**config.mk**
```make
export PLATFORM = sky130hd
export DESIGN_NAME = hazard3_fetch_align
export DESIGN_NICKNAME = d
export VERILOG_FILES = /design/src/rtl/hazard3_fetch_align.sv
export SDC_FILE = /design/constraint.sdc
export NUM_CORES = 1
export LEC_CHECK = 0
export ABC_CLOCK_PERIOD_IN_PS = 3440
export CAP_MARGIN = 10
export CORE_UTILIZATION = 52
export CTS_BUF_LIST = sky130_fd_sc_hd__clkbuf_8 sky130_fd_sc_hd__clkbuf_16
export DETAILED_ROUTE_END_ITERATION = 8
export MAX_ROUTING_LAYER = met4
export PLACE_DENSITY = 0.78
export REMOVE_ABC_BUFFERS = 1
export SLEW_MARGIN = 30
export SYNTH_ARGS = -nofsm -noshare
export SYNTH_HDL_FRONTEND = slang
export SYNTH_SLANG_ARGS = --single-unit
export TNS_END_PERCENT = 1
```
**constraint.sdc**
```tcl
create_clock -name clk -period 3.44 [get_ports clk]
set_input_delay 1.032 -clock clk [delete_from_list [all_inputs] [get_ports clk]]
set_output_delay 1.032 -clock clk [all_outputs]
set_load 0.005 [all_outputs]
```
**src/rtl/hazard3_fetch_align.sv**
```systemverilog
// Fetch alignment buffer: turns a stream of word-aligned fetch data into a
// stream of aligned instructions, expanding RVC encodings on the way out.

module hazard3_instr_decompress #(
  parameter int PASSTHROUGH = 0
) (
  input  logic [31:0] instr_in,
  output logic [31:0] instr_out,
  output logic        is_32bit,
  output logic        invalid
);

  localparam logic [6:0] OP_IMM    = 7'b0010011;
  localparam logic [6:0] OP_LOAD   = 7'b0000011;
  localparam logic [6:0] OP_STORE  = 7'b0100011;
  localparam logic [6:0] OP_OP     = 7'b0110011;
  localparam logic [6:0] OP_LUI    = 7'b0110111;
  localparam logic [6:0] OP_JAL    = 7'b1101111;
  localparam logic [6:0] OP_JALR   = 7'b1100111;
  localparam logic [6:0] OP_BRANCH = 7'b1100011;

  function automatic logic [31:0] enc_i(input logic [11:0] imm, input logic [4:0] rs1,
                                        input logic [2:0] f3, input logic [4:0] rd,
                                        input logic [6:0] op);
    return {imm, rs1, f3, rd, op};
  endfunction

  function automatic logic [31:0] enc_s(input logic [11:0] imm, input logic [4:0] rs2,
                                        input logic [4:0] rs1, input logic [2:0] f3);
    return {imm[11:5], rs2, rs1, f3, imm[4:0], OP_STORE};
  endfunction

  function automatic logic [31:0] enc_r(input logic [6:0] f7, input logic [4:0] rs2,
                                        input logic [4:0] rs1, input logic [2:0] f3,
                                        input logic [4:0] rd);
    return {f7, rs2, rs1, f3, rd, OP_OP};
  endfunction

  function automatic logic [31:0] enc_b(input logic [12:0] imm, input logic [4:0] rs1,
                                        input logic [2:0] f3);
    return {imm[12], imm[10:5], 5'd0, rs1, f3, imm[4:1], imm[11], OP_BRANCH};
  endfunction

  function automatic logic [31:0] enc_j(input logic [20:0] imm, input logic [4:0] rd);
    return {imm[20], imm[10:1], imm[11], imm[19:12], rd, OP_JAL};
  endfunction

  logic [15:0] c;
  logic [4:0]  rd, rs2, rdp, rs1p, rs2p;
  logic [11:0] imm_ci, imm_lw, imm_4spn, imm_16sp, imm_lwsp, imm_swsp;
  logic [20:0] joff;
  logic [12:0] boff;

  assign c    = instr_in[15:0];
  assign rd   = c[11:7];
  assign rs2  = c[6:2];
  assign rdp  = {2'b01, c[4:2]};
  assign rs1p = {2'b01, c[9:7]};
  assign rs2p = {2'b01, c[4:2]};

  // Immediate scrambles of the various CI/CL/CS/CSS/CIW/CJ/CB formats
  assign imm_ci   = {{7{c[12]}}, c[6:2]};
  assign imm_lw   = {5'b0, c[5], c[12:10], c[6], 2'b00};
  assign imm_4spn = {2'b0, c[10:7], c[12:11], c[5], c[6], 2'b00};
  assign imm_16sp = {{3{c[12]}}, c[4:3], c[5], c[2], c[6], 4'b0000};
  assign imm_lwsp = {4'b0, c[3:2], c[12], c[6:4], 2'b00};
  assign imm_swsp = {4'b0, c[8:7], c[12:9], 2'b00};
  assign joff     = {{9{c[12]}}, c[12], c[8], c[10:9], c[6], c[7], c[2], c[11], c[5:3], 1'b0};
  assign boff     = {{4{c[12]}}, c[12], c[6:5], c[2], c[11:10], c[4:3], 1'b0};

  always_comb begin
    instr_out = {16'h0000, c};
    is_32bit  = 1'b0;
    invalid   = 1'b0;
    if (PASSTHROUGH != 0 || c[1:0] == 2'b11) begin
      instr_out = instr_in;
      is_32bit  = 1'b1;
    end else begin
      case (c[1:0])
        2'b00: begin
          case (c[15:13])
            3'b000: begin
              instr_out = enc_i(imm_4spn, 5'd2, 3'b000, rdp, OP_IMM);
              invalid   = (imm_4spn == 12'd0);
            end
            3'b010:  instr_out = enc_i(imm_lw, rs1p, 3'b010, rdp, OP_LOAD);
            3'b110:  instr_out = enc_s(imm_lw, rs2p, rs1p, 3'b010);
            default: invalid = 1'b1;
          endcase
        end
        2'b01: begin
          case (c[15:13])
            3'b000: instr_out = enc_i(imm_ci, rd, 3'b000, rd, OP_IMM);
            3'b001: instr_out = enc_j(joff, 5'd1);
            3'b010: instr_out = enc_i(imm_ci, 5'd0, 3'b000, rd, OP_IMM);
            3'b011: begin
              if (rd == 5'd2) begin
                instr_out = enc_i(imm_16sp, 5'd2, 3'b000, 5'd2, OP_IMM);
                invalid   = (imm_16sp == 12'd0);
              end else begin
                instr_out = {{15{c[12]}}, c[6:2], rd, OP_LUI};
                invalid   = !c[12] && (c[6:2] == 5'd0);
              end
            end
            3'b100: begin
              case (c[11:10])
                2'b00: begin
                  instr_out = {7'b0000000, c[6:2], rs1p, 3'b101, rs1p, OP_IMM};
                  invalid   = c[12];
                end
                2'b01: begin
                  instr_out = {7'b0100000, c[6:2], rs1p, 3'b101, rs1p, OP_IMM};
                  invalid   = c[12];
                end
                2'b10: instr_out = enc_i(imm_ci, rs1p, 3'b111, rs1p, OP_IMM);
                default: begin
                  // c[12] set here selects the RV64-only word ops
                  invalid = c[12];
                  case (c[6:5])
                    2'b00:   instr_out = enc_r(7'b0100000, rs2p, rs1p, 3'b000, rs1p);
                    2'b01:   instr_out = enc_r(7'b0000000, rs2p, rs1p, 3'b100, rs1p);
                    2'b10:   instr_out = enc_r(7'b0000000, rs2p, rs1p, 3'b110, rs1p);
                    default: instr_out = enc_r(7'b0000000, rs2p, rs1p, 3'b111, rs1p);
                  endcase
                end
              endcase
            end
            3'b101:  instr_out = enc_j(joff, 5'd0);
            3'b110:  instr_out = enc_b(boff, rs1p, 3'b000);
            default: instr_out = enc_b(boff, rs1p, 3'b001);
          endcase
        end
        2'b10: begin
          case (c[15:13])
            3'b000: begin
              instr_out = {7'b0000000, c[6:2], rd, 3'b001, rd, OP_IMM};
              invalid   = c[12];
            end
            3'b010: begin
              instr_out = enc_i(imm_lwsp, 5'd2, 3'b010, rd, OP_LOAD);
              invalid   = (rd == 5'd0);
            end
            3'b100: begin
              if (!c[12]) begin
                if (rs2 == 5'd0) begin
                  instr_out = enc_i(12'd0, rd, 3'b000, 5'd0, OP_JALR);
                  invalid   = (rd == 5'd0);
                end else begin
                  instr_out = enc_r(7'b0000000, rs2, 5'd0, 3'b000, rd);
                end
              end else if (rs2 == 5'd0) begin
                if (rd == 5'd0) instr_out = 32'h0010_0073;
                else            instr_out = enc_i(12'd0, rd, 3'b000, 5'd1, OP_JALR);
              end else begin
                instr_out = enc_r(7'b0000000, rs2, rd, 3'b000, rd);
              end
            end
            3'b110:  instr_out = enc_s(imm_swsp, rs2, 5'd2, 3'b010);
            default: invalid = 1'b1;
          endcase
        end
        default: ;
      endcase
    end
  end

endmodule

module hazard3_fetch_align #(
  parameter int PASSTHROUGH  = 0,
  parameter int BUF_DEPTH_HW = 4
) (
  input  logic        clk,
  input  logic        rst,
  input  logic        fetch_valid,
  output logic        fetch_ready,
  input  logic [31:0] fetch_data,
  input  logic        fetch_err,
  input  logic        flush,
  input  logic        flush_addr_bit1,
  output logic        out_valid,
  input  logic        out_ready,
  output logic [31:0] out_instr,
  output logic        out_is_32bit,
  output logic        out_invalid,
  output logic        out_err
);

  localparam int DEPTH = BUF_DEPTH_HW;

  logic [DEPTH-1:0][15:0] buf_hw, buf_hw_nxt;
  logic [DEPTH-1:0]       buf_err, buf_err_nxt;
  logic [2:0]             level, level_nxt, level_pop;
  logic                   discard;

  logic        head_32, has_one, has_two;
  logic        handshake, fetch_accept;
  logic [1:0]  pop_hw, app_hw, wr_idx0, wr_idx1;
  logic        dec_invalid;

  assign head_32 = (PASSTHROUGH != 0) || (buf_hw[0][1:0] == 2'b11);
  assign has_one = (level != 3'd0);
  assign has_two = (level >= 3'd2);

  assign fetch_ready  = (level <= 3'd2) && !flush;
  assign fetch_accept = fetch_valid && fetch_ready;

  // An errored hw0 is presented on its own even if it claims to be 32-bit
  assign out_valid = !flush && has_one && (!head_32 || has_two || buf_err[0]);
  assign out_err   = has_one && (buf_err[0] || (head_32 && has_two && buf_err[1]));
  assign handshake = out_valid && out_ready;

  hazard3_instr_decompress #(
    .PASSTHROUGH (PASSTHROUGH)
  ) u_decomp (
    .instr_in  ({buf_hw[1], buf_hw[0]}),
    .instr_out (out_instr),
    .is_32bit  (out_is_32bit),
    .invalid   (dec_invalid)
  );

  assign out_invalid = dec_invalid && !out_err;

  always_comb begin
    pop_hw = 2'd0;
    if (handshake) pop_hw = (head_32 && has_two) ? 2'd2 : 2'd1;
  end

  always_comb begin
    app_hw = 2'd0;
    if (fetch_accept) app_hw = discard ? 2'd1 : 2'd2;
  end

  assign level_pop = level - {1'b0, pop_hw};
  assign level_nxt = level_pop + {1'b0, app_hw};
  assign wr_idx0   = level_pop[1:0];
  assign wr_idx1   = wr_idx0 + 2'd1;

  // Head stays at index 0: pop by shifting down, append just above what remains
  always_comb begin
    buf_hw_nxt  = buf_hw >> {pop_hw, 4'b0000};
    buf_err_nxt = buf_err >> pop_hw;
    if (fetch_accept) begin
      if (discard) begin
        buf_hw_nxt[wr_idx0]  = fetch_data[31:16];
        buf_err_nxt[wr_idx0] = fetch_err;
      end else begin
        buf_hw_nxt[wr_idx0]  = fetch_data[15:0];
        buf_err_nxt[wr_idx0] = fetch_err;
        buf_hw_nxt[wr_idx1]  = fetch_data[31:16];
        buf_err_nxt[wr_idx1] = fetch_err;
      end
    end
  end

  always_ff @(posedge clk or posedge rst) begin
    if (rst) begin
      level   <= 3'd0;
      discard <= 1'b0;
    end else if (flush) begin
      level   <= 3'd0;
      discard <= flush_addr_bit1;
    end else begin
      level <= level_nxt;
      if (fetch_accept) discard <= 1'b0;
    end
  end

  // Buffer contents are only meaningful below level, so they carry no reset
  always_ff @(posedge clk) begin
    buf_hw  <= buf_hw_nxt;
    buf_err <= buf_err_nxt;
  end

endmodule
```
==> results.md <==
- Layout net count: ~1100
- Gr ovfl total: 0
- CP Cell Sequence: buf_4, buf_4, nand2b_1, mux2i_1, nor2_1, a41oi_1, o221ai_1, clkdlybuf4s50_1
- Post-synthesis cell count: 992
- Clock transition at path regs: about 0.07 ns
- Die X-Extent: 116 um
- Final setup margin: -0.0847 ns
- Crit-path max cell delay: roughly 0.47 ns
- Vias in the first global route: slightly above 8000
- Adder and majority gate portion of the synthesized area: 0.0153
- TritonCTS clock tree: yes
- Largest cells by area after synthesis: dfxtp_1, a21oi_1, nand2_1
- CTS sink count: 72
- Die ar.: between 0.01 and 0.015 mm^2
- Status: finished, violations left
- Max Cap Viol: 0
- Period utilisation layout: 1.02
- Failing checks: DRC, setup timing
- Synth top area share: 0.203
- Worst-margin pin slew: around 0.8 ns
- Slew HR: 0.466
- Largest net degree at the start of global routing: 65
- Yosys cell types: 76
- Synth Area in Simple Gates: 0.238
- Min cycle time layout: approximately 3.5 ns
- Initial antenna violation count: 0
- Critical Path AT: ~2.5 ns
- DR pass1 iterations: 9
- IO Port Bufs: 75
- Crit path max-delay family: buffers and inverters
- Via/cell ratio: 6.88
- Kind of critical path: flop to output port
- Rows: around 40
- Clock skew: between 0.01 and 0.015 ns
- Worst setup EP type: output port
- Main combinational cell family by area after synthesis: compound AO/OA/AOI/OAI gates
- Complex-gate fraction of the synthesized area: 0.384
- Async SR Flop Fraction: 0.0556
- Placed insts: approximately 1300
- Initial Util: 0.533
- Final Non-Filler Cells: 1279
- Xor-xnor portion of the synthesized cell area: 0.00653
- Post-Place Setup Slack: -0.256 ns
- Synth Register Bits: 72
- Synth Flop Type: dfxtp_1
- Reg area: between 0.001 and 0.0015 mm^2
- Critical path required time: between 2 and 2.5 ns
- Pwr dens: 1130 mW/mm^2
- Multi-input logic area: 0.00490 mm^2
- Total power: 10.1 mW
- Core Area: 0.0126 mm^2
- Share of cells above drive strength 1: 0.179
- Final core occ: 0.709
- Crit path max fanout: 12
- Deepest clock path buffer count: 2
- CTS root buf: clkbuf_16
- Final setup viols: 21
- Area growth syn-to-layout: 33.0%
- Total CTS buffers: 9
- Syn_area_per_cell: ~6.8 um^2
- CP max-delay cell: clkdlybuf4s50_1
- Pins Over Slew Limit: 0
- H-Tree Depth: 3
- Fmax: around 280 MHz
- WL/cell: between 20 and 25 um
- CP dominant cell by count: buf_4
- DRT Wirelength: between 20 and 30 mm
- CP Launch Type: flop
- ANT nets after route: 0
- Global-route wire length before repair: 45.2 mm
- CTS Hold Bufs: 0
- Leakage power: 3.62 nW
- Most area-hungry cell type in the Yosys netlist: dfxtp_1
- Mapped Area: ~0.0067 mm^2
- Gpl congestion: 1.05
- Hold/Removal Path Class: flop to flop
- Total Routing Usage GR: 0.456
- I/O pin count: 76
- Register area share after synthesis: 0.218
- Post-synthesis mux area share: 0.0560
- Ys Warns: 0
- Detailed Place HPWL: about 20 mm
- Chip height: roughly 120 um
- RSZ-0062 raised after global routing: true
- Vias: 8803
- CP bufs+invs: 3
- Clock Latency Late Sink: 0.35 ns
- Starting DRT DRC Count: 1305
- FF-to-FF setup slack: 0.12 ns
- FILL cells: approximately 1100
- Final hold vios: 0
- Remaining DRCs: 2
- EDFF count, synth: 0
- Worst vdd ir: approximately 0.6 mV
- Antenna Diode Count: 0
-- Yosys cell counts (all sizes together) (27+ instances only) --
cell,instances
a21oi,108
buf,27
nand2,114
nor2,60
inv,38
clkbuf,72
nand3,31
dfxtp,68
o21ai,92
mux2i,33
nor3,43
o22ai,50
-- cell usage in the layout (no fill, tap or decap), types with 6 or more instances in the layout --
master / synthesis / final
a22oi_1: 23 / 23
nand3_1: 31 / 30
nand2_1: 114 / 113
o21ai_0: 84 / 77
inv_1: 38 / 35
nor2b_1: 17 / 13
clkbuf_16: 0 / 9
buf_12: 0 / 13
nor2_1: 58 / 56
o211ai_1: 9 / 9
buf_4: 0 / 105
a31oi_1: 23 / 23
o311ai_0: 8 / 6
o221ai_1: 9 / 8
clkdlybuf4s50_1: 0 / 59
a32oi_1: 6 / 6
or3_1: 10 / 10
nor3_1: 42 / 41
dlygate4sd2_1: 0 / 9
a21oi_1: 107 / 104
o22a_1: 6 / 6
o21ai_1: 5 / 10
dfxtp_1: 68 / 63
mux2i_1: 33 / 33
o22ai_1: 50 / 50
a22o_1: 9 / 9
nand2b_1: 13 / 13
and3_1: 8 / 8
-- metal layers --
layer / track usage / up-vias / share of wire / routed length, um
met5: - / - / 0 / 0
met4: 0.242 / 0 / 0.060 / 1720
met3: 0.115 / 152 / 0.11 / 3140
met2: 0.698 / 671 / 0.45 / 12700
met1: 0.552 / 4063 / 0.38 / 10900
li1: - / 3917 / - / -
-- per-stage QoR --
| step | cell area, um^2 | hold WS, ns | setup TNS, ns |
|---|---|---|---|
| after floorplan | 6300 | 0.468 | -180.37 |
| after global placement | 8350 | 0.493 | -9.41 |
| after detailed placement | 8350 | 0.497 | -11.01 |
| after CTS | 8770 | 0.515 | -0.195 |
| after global routing | 8910 | 0.540 | -2.34 |
| final | 8910 | 0.516 | -0.521 |
-- sequential cells by signal, indices dropped and copies added, names as in the netlist --
signal and cells:
buf_err 4, discard 1, buf_hw 64, level 3
-- cells by family (layout without fill, tap and decap cells) --
kind of cell             after synthesis  after routing
AO/OA/AOI/OAI                        404            404
XOR/XNOR                               5              5
buffers and inverters                138            253
multiplexers                          37             37
flip-flops                            72             72
AND/OR/NAND/NOR                      329            329
adder cells (fa/ha/maj)                7              7
-- layout make-up --
| type | instances | share of cell area |
|---|---|---|
| Clock buffer | 9 | 0.0253 |
| Clock inverter | 7 | 0.0108 |
| Inverter | 39 | 0.0164 |
| Multi-Input combinational cell | 782 | 0.549 |
| Sequential cell | 72 | 0.165 |
| Tap cell | 172 | 0.0241 |
| Timing Repair Buffer | 198 | 0.209 |
-- report_power, final --
part           switching [mW]  total (mW)  internal [mW]
combinational            4.11        7.38           3.28
sequential              0.418        1.67           1.25
clock                   0.389        1.02          0.635
-- repair_timing --
action | CTS | global route
endpoints found under the setup margin | 32 | 65
buffers inserted | 1 | 0
resized for setup | 45 | 41
pin swaps | 12 | 8
hold endpoints to repair | 0 | 0
-- worst reg2reg max path, cell delays in order, from the launching register on --
cell and delay (ns):
dfxtp_2 0.36, buf_4 0.15, ha_2 0.26, buf_12 0.23, o21ai_4 0.09, and3_1 0.20
ha_2 0.17, fa_2 0.68, xor2_2 0.20, buf_4 0.15, nand2_1 0.07, nor2_1 0.16
buf_4 0.24, nand2_1 0.07, a21oi_1 0.19
-- worst paths after layout --
kind                               startpoint                   to  cells after the start
min in group asynchronous                 rst   level[2]$_DFF_PP0_                      2
max in group asynchronous                 rst  discard$_DFFE_PP0P_                      2
setup reg to reg            buf_hw[0]$_DFF_P_    buf_hw[1]$_DFF_P_                     14
setup / recovery           buf_hw[13]$_DFF_P_        out_instr[15]                      8
hold / removal             buf_hw[59]$_DFF_P_   buf_hw[59]$_DFF_P_                      1
hold reg to reg            buf_hw[59]$_DFF_P_   buf_hw[59]$_DFF_P_                      1
Power figures use the tool's default switching activity.
